$ cat src/rtl/control_types.sv
// Shared memory-access types for the CPU data path and the data-memory arbiter.
package control_types;

  // Access size and sign extension, shared by loads and stores.
  typedef enum logic [2:0] {
    MEM_B  = 3'd0,
    MEM_H  = 3'd1,
    MEM_W  = 3'd2,
    MEM_BU = 3'd4,
    MEM_HU = 3'd5
  } mem_op_t;

  typedef enum logic [1:0] {
    ARB_IDLE = 2'd0,
    ARB_CPU  = 2'd1,
    ARB_DMA  = 2'd2
  } arb_owner_t;

endpackage

$ cat src/rtl/dmem_arbiter.sv
// Two-master arbiter in front of the single-ported data memory: CPU-priority with a
// DMA starvation bound and an optional DMA burst lock. Grants are same-cycle.
module dmem_arbiter
  import control_types::*;
#(
  parameter int MAX_WAIT  = 4,
  parameter int BURST_MAX = 8
) (
  input  logic        clk,
  input  logic        reset,
  input  logic        cpu_req,
  input  logic        cpu_wr_en,
  input  mem_op_t     cpu_op,
  input  logic [31:0] cpu_addr,
  input  logic [31:0] cpu_wdata,
  output logic        cpu_gnt,
  output logic        cpu_stall,
  output logic [31:0] cpu_rdata,
  input  logic        dma_req,
  input  logic        dma_lock,
  input  logic        dma_wr_en,
  input  mem_op_t     dma_op,
  input  logic [31:0] dma_addr,
  input  logic [31:0] dma_wdata,
  output logic        dma_gnt,
  output logic [31:0] dma_rdata,
  output logic        mem_wr_en,
  output mem_op_t     mem_op,
  output logic [31:0] mem_addr,
  output logic [31:0] mem_data_in,
  input  logic [31:0] mem_data_out
);

  localparam int WAIT_W  = $clog2(MAX_WAIT + 1);
  localparam int BURST_W = $clog2(BURST_MAX + 1);
  localparam logic [WAIT_W-1:0]  WAIT_LIMIT  = WAIT_W'(MAX_WAIT);
  localparam logic [BURST_W-1:0] BURST_LIMIT = BURST_W'(BURST_MAX);

  arb_owner_t         owner_q, owner_d;
  logic [WAIT_W-1:0]  wait_cnt_q, wait_cnt_d;
  logic [BURST_W-1:0] burst_cnt_q, burst_cnt_d;

  logic dma_forced;
  logic dma_locked;

  assign dma_forced = (wait_cnt_q == WAIT_LIMIT);
  assign dma_locked = (owner_q == ARB_DMA) & dma_lock & (burst_cnt_q < BURST_LIMIT);

  // Reset gates both grants so an in-flight write cannot commit on the reset edge.
  assign dma_gnt   = ~reset & dma_req & (~cpu_req | dma_forced | dma_locked);
  assign cpu_gnt   = ~reset & cpu_req & ~dma_gnt;
  assign cpu_stall = cpu_req & ~cpu_gnt;

  assign cpu_rdata = mem_data_out;
  assign dma_rdata = mem_data_out;

  always_comb begin
    if (dma_gnt) begin
      mem_wr_en   = dma_wr_en;
      mem_op      = dma_op;
      mem_addr    = dma_addr;
      mem_data_in = dma_wdata;
    end else begin
      mem_wr_en   = cpu_wr_en & cpu_gnt;
      mem_op      = cpu_op;
      mem_addr    = cpu_addr;
      mem_data_in = cpu_wdata;
    end
  end

  always_comb begin
    owner_d = ARB_IDLE;
    if (dma_gnt) begin
      owner_d = ARB_DMA;
    end else if (cpu_gnt) begin
      owner_d = ARB_CPU;
    end

    wait_cnt_d = '0;
    if (dma_req & ~dma_gnt) begin
      wait_cnt_d = dma_forced ? wait_cnt_q : wait_cnt_q + 1'b1;
    end

    burst_cnt_d = '0;
    if (dma_gnt) begin
      burst_cnt_d = (burst_cnt_q == BURST_LIMIT) ? burst_cnt_q : burst_cnt_q + 1'b1;
    end
  end

  always_ff @(posedge clk or posedge reset) begin
    if (reset) begin
      owner_q     <= ARB_IDLE;
      wait_cnt_q  <= '0;
      burst_cnt_q <= '0;
    end else begin
      owner_q     <= owner_d;
      wait_cnt_q  <= wait_cnt_d;
      burst_cnt_q <= burst_cnt_d;
    end
  end

endmodule

$ cat config.mk
export PLATFORM = sky130hd
export DESIGN_NAME = dmem_arbiter
export DESIGN_NICKNAME = d
export VERILOG_FILES = /design/src/rtl/control_types.sv /design/src/rtl/dmem_arbiter.sv
export SDC_FILE = /design/constraint.sdc
export NUM_CORES = 1
export LEC_CHECK = 0
export BUFFER_PORTS_ARGS = -buffer_cell sky130_fd_sc_hd__buf_2
export CAP_MARGIN = 40
export CORE_AREA = 2 2 121 123
export CTS_BUF_LIST = sky130_fd_sc_hd__clkbuf_4
export DETAILED_ROUTE_END_ITERATION = 8
export DIE_AREA = 0 0 123 125
export SYNTH_ARGS = -nofsm -noshare
export SYNTH_HDL_FRONTEND = slang
export SYNTH_SLANG_ARGS = --single-unit
export TNS_END_PERCENT = 30
$ cat constraint.sdc
create_clock -name clk -period 3.5 [get_ports clk]
set_clock_uncertainty 0.05 [all_clocks]
set_input_delay 0.875 -clock clk [delete_from_list [all_inputs] [get_ports clk]]
set_output_delay 0.875 -clock clk [all_outputs]
set_load 0.01 [all_outputs]
==> flow_metrics.py, run 1 <==
metrics = {
    "run_status": {
        "outcome": "complete, no violations",
    },
    "drt": {
        "wl_per_cell_um": 13.2,
        "drtPass1Iterations": 4,
        "via_per_inst": 3.72,
        "drc": 0,
        "antenna_left": 0,
        "drt_iter0_markers": 74,
        "vias": 1934,
        "finalWirelength_um": 6850,
    },
    "synthesis": {
        "avgSynthCellArea_um2": 9.73,
        "synth_ff_type": "dfrtp_1",
        "synth_area_um2": 1850,
        "async_reset_ff_share_pct": 100,
        "yosysUniqueCellTypes": 29,
        "yosysWarnings": 0,
        "synthCells": 190,
        "ys_ff_latch": 9,
        "syn_nets": 367,
        "ys_seq_area_share_pct": 12.2,
        "synth_edf_count": 0,
    },
    "setup_path": {
        "crit_top_cell": "buf_2",
        "critical_path_buf_inv_count": 3,
        "arrival_ns": 2.40,
        "cp_data_required_time_ns": 2.57,
        "path_cells": "buf_2, nand4bb_1, a311oi_4, buf_12, mux2_2, buf_2",
        "start_kind": "input port",
        "critPathKind": "in2out",
        "slowest_stage": "a311oi_4",
        "slowest_delay_ns": 0.42,
        "cp_top_family": "buffers and inverters",
        "end_kind": "output port",
        "crit_fanout": 40,
    },
    "floorplan": {
        "fp.coreArea_um2": 14200,
        "num_io_pins": 308,
        "rows": 44,
        "die_area_um2": 15400,
        "initial_core_util_pct": 13.0,
        "die_h_um": 125,
        "die_w_um": 123,
    },
    "global_routing": {
        "grt_use_total_pct": 7.83,
        "grt_pass1_vias": 1842,
        "grt_max_degree": 41,
        "gr-total-overflow": 0,
        "grt_pass1_wl_um": 9290,
        "antenna_found_initial": 0,
    },
    "cells_and_area": {
        "diodes": 0,
        "final_nets": 514,
        "syn_to_final_growth_pct": 43.4,
        "fin_util_pct": 18.7,
        "drive_gt1_share_pct": 84.2,
    },
    "clock_network": {
        "cts_setup_buffers": 0,
        "htreeDepth": 1,
        "cts_root_buffer": "clkbuf_4",
        "cts_resized": 0,
        "clk_path_buf_depth": 2,
        "clkTransAtPathRegs_ns": 0.06,
        "cts_num_sinks": 9,
        "cts_made_buffers": 3,
        "cts_tree": "done",
        "clk_latency_ns": 0.25,
        "postCtsHoldBufs": 0,
    },
    "pwr": {
        "vdd_drop_max_uv": 57.6,
        "leakage_nw": 1.38,
        "power.density_nw_per_um2": 179,
    },
    "placed_design": {
        "place_ws_ns": 0.175,
        "dp_hpwl_um": 6120,
        "io_buffers": 211,
        "gp_routability_congestion": 0.786,
    },
    "sta": {
        "slew_headroom_pct": 74.8,
        "min_period_ns": 3.32,
        "final.period_utilization_pct": 94.9,
        "setup_ws_ns": 0.178,
        "rsz0062_at_grt": "false",
        "worstMarginPinSlew_ns": 0.377,
        "timing.fmax_mhz": 301,
        "setup_viol": 0,
        "finalHoldViolations": 0,
        "final_max_slew_viol_count": 0,
        "tns_ns": 0,
    },
    "min_path": {
        "min_path_type": "reg2reg",
    },
    "flow_run": {
        "cap_violations": 0,
    },
}
## worst reg2reg max path, stage by stage, from the launching register on
cell and delay (ns):
dfrtp_1 0.41, inv_1 0.07, ha_1 0.18, nand2_1 0.12
a311oi_4 0.43, buf_12 0.25, and3_1 0.18
## per-stage QoR
step           hold WS (ns)  instances  power (mW)  cell area (um2)
6_report              0.511        520       0.476             2650
5_1_grt               0.549        520       0.511             2650
4_1_cts               0.510        520       0.483             2650
3_5_place_dp          0.502        516       0.397             2620
3_3_place_gp          0.503        516       0.393             2620
2_1_floorplan         0.445        190       0.325             1850
## cell usage in the layout (no fill, tap or decap), types with 2 or more instances in the layout
master	count
a31oi_1	2
and2_1	2
and3_1	2
buf_12	2
buf_2	211
buf_4	2
clkbuf_4	4
dfrtp_1	9
ha_1	4
inv_1	6
mux2_1	5
mux2_2	62
mux2i_1	2
nand2_1	2
nand3_1	4
nand3b_1	2
nor3_1	2
xnor2_1	2
## where the power goes
group	internal, mW	switching (mW)
Sequential	0.108	0.00323
Combinational	0.159	0.123
Clock	0.0514	0.0319
## state kept, by name, indices dropped and copies added (netlist names)
| register | count |
|---|---|
| owner_q | 2 |
| wait_cnt_q | 3 |
| burst_cnt_q | 4 |
## cells in the mapped netlist (all sizes together) (2+ instances only)
cell | count | area share [%]
buf | 72 | 31
mux2 | 67 | 41
dfrtp | 9 | 12
inv | 6 | 1.2
ha | 4 | 2.7
nand3 | 4 | 1.1
a31oi | 2 | 0.68
and2 | 2 | 0.68
and3 | 2 | 0.68
mux2i | 2 | 1.1
nand2 | 2 | 0.41
nand3b | 2 | 0.81
nor3 | 2 | 0.54
xnor2 | 2 | 0.95
## kinds of logic (layout without fill, tap and decap cells)
| group | Yosys count | after routing | share of synthesized area (%) |
|---|---|---|---|
| buf+inv | 79 | 225 | 31.9 |
| mux | 69 | 69 | 41.9 |
| simple gates | 17 | 17 | 5.48 |
| compound gates | 9 | 9 | 4.40 |
| flops | 9 | 9 | 12.2 |
| fa+ha+maj | 4 | 4 | 2.71 |
| xor+xnor | 3 | 3 | 1.42 |
## per-layer routing
| metal | wire, um | GRT usage [%] | up-vias |
|---|---|---|---|
| li1 | - | - | 888 |
| met1 | 2450 | 8.97 | 858 |
| met2 | 3340 | 14.0 | 160 |
| met3 | 931 | 2.05 | 28 |
| met4 | 127 | 2.34 | 0 |
| met5 | 0 | 0 | - |
## path summary, 6_finish.rpt
| check | startpoint | cells after the start | end | slack, ns |
|---|---|---|---|---|
| setup reg to reg | wait_cnt_q[0] | 6 | burst_cnt_q[2] | 1.75 |
| setup / recovery | dma_lock | 6 | mem_data_in[25] | 0.18 |
| max in group asynchronous | reset | 2 | wait_cnt_q[1] | 2.53 |
| hold / removal | wait_cnt_q[0] | 1 | wait_cnt_q[0] | 0.51 |
| hold reg to reg | wait_cnt_q[0] | 1 | wait_cnt_q[0] | 0.51 |
| min in group asynchronous | reset | 2 | burst_cnt_q[1] | 0.61 |
## area by class of cell
cell class                      count  area [um2]
Fill cell                        1631       11600
Timing Repair Buffer              215        1110
Multi-Input combinational cell    102        1030
Tap cell                          184         230
Sequential cell                     9         225
Clock buffer                        4        30.0
Inverter                            6        22.5
(Power assumes the default switching activity.)
==> run 2, diff against run 1 <==
--- a/config.mk
+++ b/config.mk
@@ -11,6 +11,7 @@
 export CTS_BUF_LIST = sky130_fd_sc_hd__clkbuf_4
 export DETAILED_ROUTE_END_ITERATION = 8
 export DIE_AREA = 0 0 123 125
+export RECOVER_POWER = 25
 export SYNTH_ARGS = -nofsm -noshare
 export SYNTH_HDL_FRONTEND = slang
 export SYNTH_SLANG_ARGS = --single-unit
==> run 2 against run 1 <==
  * Combinational power barely moved
  * Core utilization is essentially flat
  * Non-clock buffer count is the same
  * First-iteration DRC count down 2.7%
  * Via count unchanged
  * Sequential power is essentially flat
  * Critical path depth unchanged
  * Total power hardly changed
  * Largest power group unchanged
  * Count of clock-buffer cells in the layout unchanged
  * Highest routed layer unchanged
  * Critical endpoint unchanged
  * Maximum frequency is essentially flat
==> flow_metrics.py, run 2 (synthesis results as in run 1) <==
metrics = {
    "setup_path": {
        "slowest_delay_ns": 0.42,
        "reg2reg_slack_ns": 1.75,
        "cp_data_required_time_ns": 2.57,
        "critical_path_buf_inv_count": 3,
        "timing.rr.start": "wait_cnt_q[0]",
        "path_cells": "buf_2, nand4bb_1, a311oi_4, buf_12, mux2_2, buf_2",
        "end_kind": "output port",
        "start_kind": "input port",
        "critPathKind": "in2out",
        "crit_fanout": 40,
        "arrival_ns": 2.40,
        "cp-startpoint": "dma_lock",
        "cp_top_family": "buffers and inverters",
        "crit_top_cell": "buf_2",
        "slowest_stage": "a311oi_4",
    },
    "global_routing": {
        "antenna_found_initial": 0,
        "grt_pass1_vias": 1842,
        "grt_max_degree": 41,
        "grt_use_total_pct": 7.83,
        "gr-total-overflow": 0,
        "grt_pass1_wl_um": 9290,
    },
    "cells_and_area": {
        "largest_reg_flops": 4,
        "final_cells": 520,
        "top_register": "burst_cnt_q",
        "final_cell_mix": "210 x buf_2, 62 x mux2_2, 9 x dfrtp_1",
        "top_regs": "burst_cnt_q (4), wait_cnt_q (3), owner_q (2)",
        "fillers": 1634,
        "drive_gt1_share_pct": 83.6,
        "final_nets": 514,
        "diodes": 0,
        "syn_to_final_growth_pct": 43.2,
        "final_common_cell": "buf_2",
        "fin_util_pct": 18.6,
    },
    "floorplan": {
        "num_io_pins": 308,
        "die_w_um": 123,
        "die_area_um2": 15400,
        "fp.coreArea_um2": 14200,
        "die_h_um": 125,
        "rows": 44,
        "initial_core_util_pct": 13.0,
    },
    "drt": {
        "drt_iter0_markers": 72,
        "via_per_inst": 3.72,
        "drtPass1Iterations": 4,
        "wl_per_cell_um": 13.2,
        "finalWirelength_um": 6850,
        "drc": 0,
        "vias": 1934,
        "antenna_left": 0,
    },
    "sta": {
        "timing.fmax_mhz": 301,
        "tns_ns": 0,
        "final_max_slew_viol_count": 0,
        "rsz0062_at_grt": "false",
        "setup_ws_ns": 0.180,
        "final.period_utilization_pct": 94.9,
        "setup_viol": 0,
        "slew_headroom_pct": 74.8,
        "min_period_ns": 3.32,
        "finalHoldViolations": 0,
        "worstMarginPinSlew_ns": 0.378,
    },
    "clock_network": {
        "htreeDepth": 1,
        "clkTransAtPathRegs_ns": 0.06,
        "cts_tree": "done",
        "cts_resized": 0,
        "cts_made_buffers": 3,
        "cts_num_sinks": 9,
        "cts_setup_buffers": 0,
        "clk_latency_ns": 0.25,
        "clk_path_buf_depth": 2,
        "cts_root_buffer": "clkbuf_4",
        "postCtsHoldBufs": 0,
    },
    "flow_run": {
        "cap_violations": 0,
    },
    "placed_design": {
        "place_ws_ns": 0.175,
        "io_buffers": 211,
        "dp_hpwl_um": 6120,
        "gp_routability_congestion": 0.786,
        "dp.cells": 516,
    },
    "pwr": {
        "leakage_nw": 1.38,
        "power.density_nw_per_um2": 180,
        "vdd_drop_max_uv": 57.5,
    },
    "min_path": {
        "hp-start": "wait_cnt_q[0]",
        "min_path_type": "reg2reg",
    },
    "run_status": {
        "outcome": "complete, no violations",
    },
}
[run 2: cell count changes in the layout (fill, tap and decap cells not counted)]
cell / before / now
buf_4: 2 / 1
clkbuf_1: 0 / 2
buf_2: 211 / 210
[run 2: layout make-up]
| class | instances | area, um2 | share of cell area [%] |
|---|---|---|---|
| Clock buffer | 4 | 30.0 | 1.13 |
| Inverter | 6 | 22.5 | 0.851 |
| Tap cell | 184 | 230 | 8.70 |
| Multi-Input combinational cell | 102 | 1030 | 39.0 |
| Sequential cell | 9 | 225 | 8.51 |
| Timing Repair Buffer | 215 | 1110 | 41.8 |
[run 2: where the power goes]
group	leakage, nW	internal [mW]	total (mW)	switching (mW)
Combinational	1.24	0.158	0.281	0.123
Sequential	0.122	0.108	0.112	0.00323
Clock	0.0184	0.0514	0.0833	0.0319
Total	1.38	0.318	0.476	0.158
[run 2: worst paths after layout]
check	endpoint	cells past startpoint
setup / recovery	mem_data_in[25]	6
hold / removal	wait_cnt_q[0]	1
setup reg to reg	burst_cnt_q[2]	6
hold reg to reg	wait_cnt_q[0]	1
max in group asynchronous	wait_cnt_q[1]	2
min in group asynchronous	burst_cnt_q[1]	2
[run 2: per-stage QoR]
stage / total power, mW / hold slack (ns) / area (um2)
2_1_floorplan: 0.325 / 0.445 / 1850
3_3_place_gp: 0.393 / 0.503 / 2620
3_5_place_dp: 0.397 / 0.502 / 2620
4_1_cts: 0.483 / 0.510 / 2650
5_1_grt: 0.511 / 0.549 / 2650
6_report: 0.476 / 0.511 / 2650
[run 2: routing by layer]
layer / up-vias / global-route usage (%) / share of wire, %
li1: 888 / - / -
met1: 858 / 8.97 / 36
met2: 160 / 14.0 / 49
met3: 28 / 2.05 / 14
met4: 0 / 2.34 / 1.9
met5: - / 0 / 0
==> run 3, diff against run 2 <==
--- a/config.mk
+++ b/config.mk
@@ -11,6 +11,7 @@
 export CTS_BUF_LIST = sky130_fd_sc_hd__clkbuf_4
 export DETAILED_ROUTE_END_ITERATION = 8
 export DIE_AREA = 0 0 123 125
+export PLACE_DENSITY = 0.43
 export RECOVER_POWER = 25
 export SYNTH_ARGS = -nofsm -noshare
 export SYNTH_HDL_FRONTEND = slang
==> run 3 against run 2 <==
  * Total power grew 4.9%
  * Worst hold slack lost 0.017 ns
  * Non-clock buffer count up 5
  * Register-to-register slack got worse by 0.18 ns
  * Routed wire length grew 19%
  * First-iteration DRC count shrank 26%
  * Final area increased by 1.9%
  * Maximum frequency fell by 0.37%
==> flow_metrics.py, run 3 (synthesis results as in run 1) <==
metrics = {
    "floorplan": {
        "die_area_um2": 15400,
        "die_w_um": 123,
        "initial_core_util_pct": 13.0,
        "num_io_pins": 308,
        "fp.coreArea_um2": 14200,
        "rows": 44,
        "die_h_um": 125,
    },
    "clock_network": {
        "clk_path_buf_depth": 2,
        "clkTransAtPathRegs_ns": 0.05,
        "clk_latency_ns": 0.26,
        "cts_tree": "done",
        "postCtsHoldBufs": 0,
        "cts_resized": 0,
        "cts_root_buffer": "clkbuf_4",
        "htreeDepth": 1,
        "cts_num_sinks": 9,
        "cts_setup_buffers": 0,
        "cts_made_buffers": 3,
    },
    "setup_path": {
        "start_kind": "flop",
        "crit_fanout": 25,
        "cp_data_required_time_ns": 2.57,
        "end_kind": "output port",
        "critPathKind": "reg2out",
        "arrival_ns": 2.41,
    },
    "pwr": {
        "seqPwrFrac_pct": 22.4,
        "finalPower_mw": 0.499,
        "power_frac_comb_pct": 60.2,
        "power.density_nw_per_um2": 185,
        "vdd_drop_max_uv": 63.1,
        "p_sw_share_pct": 35.2,
        "leakage_nw": 1.41,
        "internal_power_mw": 0.323,
        "p_sw_mw": 0.175,
        "pwr-share-clk_pct": 17.4,
    },
    "drt": {
        "via_per_inst": 3.69,
        "drc": 0,
        "wl_per_cell_um": 15.6,
        "vias": 1935,
        "drtPass1Iterations": 4,
        "finalWirelength_um": 8180,
        "drt_iter0_markers": 53,
        "antenna_left": 0,
    },
    "cells_and_area": {
        "top_register": "burst_cnt_q",
        "diodes": 0,
        "final_nets": 519,
        "fillers": 1625,
        "multi_input_area_um2": 1030,
        "final_cell_mix": "210 x buf_2, 62 x mux2_2, 9 x dfrtp_1",
        "largest_reg_flops": 4,
        "syn_to_final_growth_pct": 45.9,
        "fin_util_pct": 19.0,
        "top_regs": "burst_cnt_q (4), wait_cnt_q (3), owner_q (2)",
        "drive_gt1_share_pct": 83.9,
        "final_common_cell": "buf_2",
        "fin_area_um2": 2700,
        "seqCellArea_um2": 225,
    },
    "sta": {
        "whs_ns": 0.493,
        "setup_viol": 0,
        "rsz0062_at_grt": "false",
        "final.period_utilization_pct": 95.2,
        "finalHoldViolations": 0,
        "slew_headroom_pct": 74.3,
        "min_period_ns": 3.33,
        "worstMarginPinSlew_ns": 0.386,
        "final_max_slew_viol_count": 0,
        "timing.fmax_mhz": 300,
        "tns_ns": 0,
    },
    "global_routing": {
        "grt_use_total_pct": 9.27,
        "grt_pass1_wl_um": 10800,
        "gr-total-overflow": 0,
        "grt_max_degree": 26,
        "grt_pass1_vias": 1921,
        "antenna_found_initial": 0,
    },
    "placed_design": {
        "io_buffers": 211,
        "place_area_um2": 2670,
        "gp_routability_congestion": 0.908,
        "dp_hpwl_um": 7380,
    },
    "min_path": {
        "min_path_type": "reg2reg",
    },
    "run_status": {
        "outcome": "complete, no violations",
    },
    "flow_run": {
        "cap_violations": 0,
    },
}
## run 3: worst paths after layout
path                          startpoint              to  slack [ns]  cells after the start
setup / recovery           wait_cnt_q[0]  mem_data_in[7]        0.17                      8
hold / removal             wait_cnt_q[0]   wait_cnt_q[0]        0.49                      1
setup reg to reg           wait_cnt_q[0]  burst_cnt_q[2]        1.57                      7
hold reg to reg            wait_cnt_q[0]   wait_cnt_q[0]        0.49                      1
max in group asynchronous          reset      owner_q[1]        2.47                      2
min in group asynchronous          reset  burst_cnt_q[3]        0.65                      2
## run 3: metrics by stage
| stage | cells | worst slack [ns] |
|---|---|---|
| detailed placement | 521 | 0.183 |
| global placement | 521 | 0.232 |
| floorplan | 190 | 0.362 |
| global route | 525 | 0.0252 |
| CTS | 525 | 0.128 |
| finish | 525 | 0.167 |
## run 3: worst max-delay path, cell delays in order, from the launching register on
cell	delay [ns]
dfrtp_1	0.41
inv_1	0.07
ha_1	0.17
nand2_1	0.21
a311oi_4	0.39
buf_12	0.22
buf_12	0.17
mux2_2	0.35
buf_2	0.14
## run 3: power groups by stage
stage	Sequential, mW	Combinational (mW)	Clock [mW]
after detailed placement	0.113	0.306	0
after global placement	0.113	0.304	0
final	0.112	0.300	0.0869
after global routing	0.112	0.325	0.0986
after CTS	0.112	0.308	0.0927
after floorplan	0.113	0.212	0
## run 3: metal layers
metal / GRT usage (%) / wire (um) / share of wire (%) / up-vias
met4: 2.54 / 147 / 1.8 / 0
li1: - / - / - / 901
met3: 3.42 / 1280 / 16 / 20
met2: 14.7 / 3450 / 42 / 158
met1: 11.7 / 3310 / 40 / 856
met5: 0 / 0 / 0 / -
## run 3: cell type report
cell class,instances,share of cell area [%]
clock buffer,4,1.11
inverter,6,0.835
multi-input combinational,102,38.3
sequential,9,8.35
tap,184,8.53
timing repair buffer,220,42.9
